`config.mk`:
```
export PLATFORM = sky130hd
export DESIGN_NAME = flag_branch_unit
export DESIGN_NICKNAME = d
export VERILOG_FILES = /design/src/rtl/flag_branch_unit.sv
export SDC_FILE = /design/constraint.sdc
export NUM_CORES = 1
export LEC_CHECK = 0
export BUFFER_PORTS_ARGS = -buffer_cell sky130_fd_sc_hd__buf_2
export CORE_UTILIZATION = 40
export CTS_BUF_LIST = sky130_fd_sc_hd__clkbuf_4
export DETAILED_ROUTE_END_ITERATION = 8
export GPL_ROUTABILITY_DRIVEN = 0
export PLACE_DENSITY_LB_ADDON = 0.3
export RECOVER_POWER = 50
export SYNTH_ARGS = -nofsm -noshare
export SYNTH_HDL_FRONTEND = slang
export SYNTH_SLANG_ARGS = --single-unit
```
`constraint.sdc`:
```
create_clock -name clk -period 2.88 [get_ports clk]
set_input_delay 0.576 -clock clk [delete_from_list [all_inputs] [get_ports clk]]
set_output_delay 0.576 -clock clk [all_outputs]
set_load 0.05 [all_outputs]
```
`src/rtl/flag_branch_unit.sv`:
```
`default_nettype none
// ============================================================================
//  Module   : flag_branch_unit
//  Brief    : Architectural flag register {sf,zf,cf,vf,pf} fed by the ALU,
//             plus a one-entry registered valid/ready stage that resolves
//             conditional branches against those flags for the fetch stage.
//  Options  : define FLAG_SAVE_EN to add a 5-bit shadow flag register with
//             save/restore ports.
//  Revision : 1.0  initial release
// ============================================================================
module flag_branch_unit #(
  parameter int         ADDR_W    = 32,
  parameter logic [4:0] FLAGS_RST = 5'b0,
  parameter bit         FWD       = 1'b1
) (
  input  logic              clk,
  input  logic              rst,
  input  logic              i_alu_valid,
  input  logic              i_alu_flag_up,
  input  logic [4:0]        i_alu_flags,
  input  logic              i_br_valid,
  output logic              o_br_ready,
  input  logic [3:0]        i_br_cond,
  input  logic [ADDR_W-1:0] i_br_target,
  output logic              o_res_valid,
  input  logic              i_res_ready,
  output logic              o_res_taken,
  output logic [ADDR_W-1:0] o_res_target,
`ifdef FLAG_SAVE_EN
  input  logic              i_flag_save,
  input  logic              i_flag_restore,
`endif
  output logic [4:0]        o_flags_out
);

  // Output stage occupancy
  typedef enum logic {
    S_EMPTY = 1'b0,
    S_FULL  = 1'b1
  } state_t;

  state_t              r_state;
  state_t              w_state_nxt;
  logic [4:0]          r_flags;
  logic                r_res_taken;
  logic [ADDR_W-1:0]   r_res_target;
  logic                w_flag_wr;
  logic                w_fwd;
  logic                w_br_ready;
  logic                w_accept;
  logic                w_load;
  logic                w_taken;
  // Flags seen by condition evaluation, {sf,zf,cf,vf}; pf takes no part.
  logic [3:0]          w_eval;

  assign w_flag_wr = i_alu_valid & i_alu_flag_up;
  assign w_fwd     = FWD & w_flag_wr;

`ifdef FLAG_SAVE_EN
  logic [4:0] r_shadow;
  logic [4:0] w_sel_flags;

  // Save captures what a branch would have seen this cycle (forwarded or stored).
  assign w_sel_flags = w_fwd ? i_alu_flags : r_flags;
  // A restore overrides everything, so evaluation follows the shadow copy.
  assign w_eval      = i_flag_restore ? r_shadow[4:1] : w_sel_flags[4:1];

  // Flag register: restore beats an ALU write in the same cycle
  always_ff @(posedge clk or posedge rst) begin
    if (rst) begin
      r_flags <= FLAGS_RST;
    end else if (i_flag_restore) begin
      r_flags <= r_shadow;
    end else if (w_flag_wr) begin
      r_flags <= i_alu_flags;
    end
  end

  // Shadow register; save together with restore swaps the two copies
  always_ff @(posedge clk or posedge rst) begin
    if (rst) begin
      r_shadow <= FLAGS_RST;
    end else if (i_flag_save) begin
      r_shadow <= w_sel_flags;
    end
  end
`else
  assign w_eval = w_fwd ? i_alu_flags[4:1] : r_flags[4:1];

  // Flag register: load from the ALU when it writes flags, else hold
  always_ff @(posedge clk or posedge rst) begin
    if (rst) begin
      r_flags <= FLAGS_RST;
    end else if (w_flag_wr) begin
      r_flags <= i_alu_flags;
    end
  end
`endif

  // Condition decode; f = {sf,zf,cf,vf}
  function automatic logic f_cond(input logic [3:0] c, input logic [3:0] f);
    logic sf, zf, cf, vf;
    logic r;
    sf = f[3];
    zf = f[2];
    cf = f[1];
    vf = f[0];
    case (c)
      4'd0:    r = zf;
      4'd1:    r = ~zf;
      4'd2:    r = sf ^ vf;
      4'd3:    r = ~(sf ^ vf);
      4'd4:    r = zf | (sf ^ vf);
      4'd5:    r = ~zf & ~(sf ^ vf);
      4'd6:    r = cf;
      4'd7:    r = ~cf;
      4'd8:    r = sf;
      4'd9:    r = ~sf;
      4'd10:   r = vf;
      4'd11:   r = ~vf;
      4'd12:   r = ~cf & ~zf;
      4'd13:   r = cf | zf;
      4'd14:   r = 1'b1;
      default: r = 1'b0;
    endcase
    return r;
  endfunction

  assign w_taken    = f_cond(i_br_cond, w_eval);
  assign w_br_ready = (r_state == S_EMPTY) | i_res_ready;
  assign w_accept   = i_br_valid & w_br_ready;

  // Stage state register
  always_ff @(posedge clk or posedge rst) begin
    if (rst) begin
      r_state <= S_EMPTY;
    end else begin
      r_state <= w_state_nxt;
    end
  end

  // Next-state and payload-load decision
  always_comb begin
    w_state_nxt = r_state;
    w_load      = 1'b0;
    case (r_state)
      S_EMPTY: begin
        if (w_accept) begin
          w_state_nxt = S_FULL;
          w_load      = 1'b1;
        end
      end
      S_FULL: begin
        if (i_res_ready) begin
          if (w_accept) begin
            w_state_nxt = S_FULL;
            w_load      = 1'b1;
          end else begin
            w_state_nxt = S_EMPTY;
          end
        end
      end
      default: begin
        w_state_nxt = S_EMPTY;
      end
    endcase
  end

  // Resolution payload; holds its value once consumed
  always_ff @(posedge clk or posedge rst) begin
    if (rst) begin
      r_res_taken  <= 1'b0;
      r_res_target <= '0;
    end else if (w_load) begin
      r_res_taken  <= w_taken;
      r_res_target <= i_br_target;
    end
  end

  assign o_br_ready   = w_br_ready;
  assign o_res_valid  = (r_state == S_FULL);
  assign o_res_taken  = r_res_taken;
  assign o_res_target = r_res_target;
  assign o_flags_out  = r_flags;

endmodule
`default_nettype wire

```
==> results.json <==
{
  "status": "completed",
  "cp.required_ns": 3.10,
  "worstPathCellList": "clkbuf_1 > nand2_1 > mux4_2 > xor2_1 > a311oi_1 > a21oi_1",
  "holdWs_ns": 0.3261,
  "yosysUniqueCellTypes": 31,
  "wl_mm": 3.437,
  "cpPeakStageDelay_ns": 0.56,
  "post-cts-setup-buffers": 0,
  "wirelength_met1_mm": 1.479,
  "ant_nets": 0,
  "drt_iter0_drc": 69,
  "die_area_sq_um": 4448,
  "rsz0062_at_grt": "no",
  "max-clock-path-buffers": 2,
  "fmax_mhz": 536.9,
  "r2r_setup_slack_ns": 1.13,
  "rows": 23,
  "routed_via_density": 4.873,
  "grt_pass1_wl_mm": 5.181,
  "place_hpwl_mm": 2.496,
  "antenna_found_initial": 0,
  "clk_pin_slew_ns": 0.11,
  "cp_slowest_cell": "mux4_2",
  "crit_buf_inv": 1,
  "clk_latency_ns": 0.34,
  "hold_viol": 0,
  "synth_fp_nets": 165,
  "synthFlopType": "dfrtp_1",
  "route.met3.wl_um": 230,
  "syn_area_per_cell_sq_um": 14.19,
  "pre_cts_ws_ns": 0.8381,
  "multi_input_area_sq_um": 659.4,
  "initial_core_util_pct": 41.85,
  "fin_nets": 256,
  "hold_class": "in -> async",
  "worst_slack_ns": 1.018,
  "n_fill_cell": 364,
  "yosys_warnings": 0,
  "setup_viol": 0,
  "drive_above_1_share_pct": 58.57,
  "cp-end-kind": "flop",
  "die_w_um": 66.70,
  "clock-sinks": 39,
  "synth-async-reset-ratio_pct": 100.0,
  "slew_headroom_pct": 56.35,
  "peakVddDrop_mv": 0.3315,
  "yosys.area.top_type": "dfrtp_1",
  "synth-seq-cells": 39,
  "cts-root-buf": "clkbuf_4",
  "grt_pass1_vias": 1151,
  "worst_pin_slew_ns": 0.6382,
  "cts_buffers": 5,
  "worstSetupPathType": "in -> reg",
  "wl_per_cell_um": 13.22,
  "vias": 1267,
  "synth_most_common_cell": "dfrtp_1",
  "synth_top_area_share_pct": 58.30,
  "dieHeight_um": 66.70,
  "power_density_nw_per_um2": 685.4,
  "finalMaxSlewViolations": 0,
  "finalCriticalPeriod_ns": 1.862,
  "path_max_fanout": 9,
  "syn_to_final_growth_pct": 31.54,
  "crit_family": "multiplexers",
  "drt_drc_violations_left": 0,
  "port_buffers": 86,
  "routed-wl-met2_mm": 1.689,
  "core-area_sq_um": 4000,
  "period_share_pct": 64.67,
  "cts_tree": "done",
  "critPathLaunchType": "input pin",
  "htreeDepth": 2,
  "overflow": 0,
  "synthTopCellsByArea": "dfrtp_1, mux2_2, a2111oi_0",
  "p_leak_nw": 1.087,
  "grt_usage_pct": 16.13,
  "synthTopCellsByCount": "dfrtp_1, mux2_2, inv_1",
  "cts_resized": 0,
  "top_layer_used": "met4",
  "grt_max_degree": 40,
  "synth_area_sq_um": 1674,
  "cts_hold_buf": 0,
  "synth-seq-area-share_pct": 58.30,
  "synth_edf_count": 0,
  "syn-instance-count": 118,
  "crit_arrival_ns": 2.09,
  "seqCellArea_sq_um": 975.9,
  "fin_skew_ns": 0.001063,
  "drtPass1Iterations": 6,
  "max_cap_viol_count": 0,
  "io_pins": 87,
  "setup_tns_ns": 0,
  "num_antenna_cells": 0
}
[path summary, 6_finish.rpt]
check                                       from               end  cells after the start
worst max-delay path                 i_alu_valid       o_res_taken                      6
min in group clk                      i_br_valid       o_res_valid                      2
worst max register to register    o_flags_out[4]       o_res_taken                      5
max in group asynchronous                    rst       o_res_taken                      3
worst min register to register  o_res_target[29]  o_res_target[29]                      1
worst min-delay path                         rst   o_res_target[2]                      3
[area by class of cell]
| cell class | count | share of cell area [%] |
|---|---|---|
| flip-flops and latches | 39 | 44.32 |
| multi-input cells | 71 | 29.94 |
| repair buffers | 88 | 19.60 |
| well taps | 50 | 2.841 |
| clock buffers | 7 | 2.386 |
| inverters | 4 | 0.6818 |
| clock inverters | 1 | 0.2273 |
[sequential cells by signal (all words and copies together) (netlist names)]
| signal | count |
|---|---|
| o_flags_out | 5 |
| o_res_taken | 1 |
| o_res_target | 32 |
| o_res_valid | 1 |
[worst min-delay path, delay by kind of cell]
family / cells / cell delay, ns
buf+inv: 3 / 0.54
[per-stage QoR]
| stage | instance area [sq um] | std cells | power (W) | util (%) |
|---|---|---|---|---|
| 2_1_floorplan | 1674 | 118 | 0.001097 | - |
| 3_3_place_gp | 2166 | 252 | 0.001240 | 54.14 |
| 3_5_place_dp | 2166 | 252 | 0.001247 | 54.14 |
| 4_1_cts | 2223 | 260 | 0.001535 | 55.58 |
| 5_1_grt | 2202 | 260 | 0.001575 | 55.05 |
| 6_report | 2202 | 260 | 0.001509 | 55.05 |
[metal layers]
metal  vias to the layer above  global-route usage, %
li1                        610                      -
met1                       600                  19.10
met2                        53                  26.26
met3                         4                  4.452
met4                         0                  8.777
met5                         -                      0
[where the power goes]
group | total [W] | internal [W] | switching [W]
clock network | 0.000284 | 0.000114 | 0.000169
logic | 0.000560 | 0.000158 | 0.000401
registers | 0.000666 | 0.000626 | 0.0000396
total | 0.00151 | 0.000899 | 0.000610
[kinds of logic (layout without fill, tap and decap cells)]
logic type             Yosys count  in the layout  synth area share (%)
AND/OR/NAND/NOR                 17             17                 6.503
AO/OA/AOI/OAI                   14             14                 6.353
XOR/XNOR                         3              3                 1.570
buffers and inverters            8            100                 1.868
multiplexers                    37             37                 25.41
flip-flops                      39             39                 58.30
[cells in the final DEF (no fill, tap or decap), types with 3 or more instances in the layout]
| cell type | netlist | routed |
|---|---|---|
| buf_2 | 1 | 75 |
| dfrtp_1 | 39 | 39 |
| mux2_2 | 34 | 34 |
| clkbuf_1 | 2 | 11 |
| clkbuf_4 | 0 | 7 |
| inv_1 | 4 | 4 |
| nand2b_1 | 3 | 3 |
| nand2_1 | 2 | 3 |
| xor2_1 | 3 | 3 |
| a21o_1 | 3 | 3 |
| a2111oi_0 | 3 | 3 |
(Power assumes the default switching activity.)
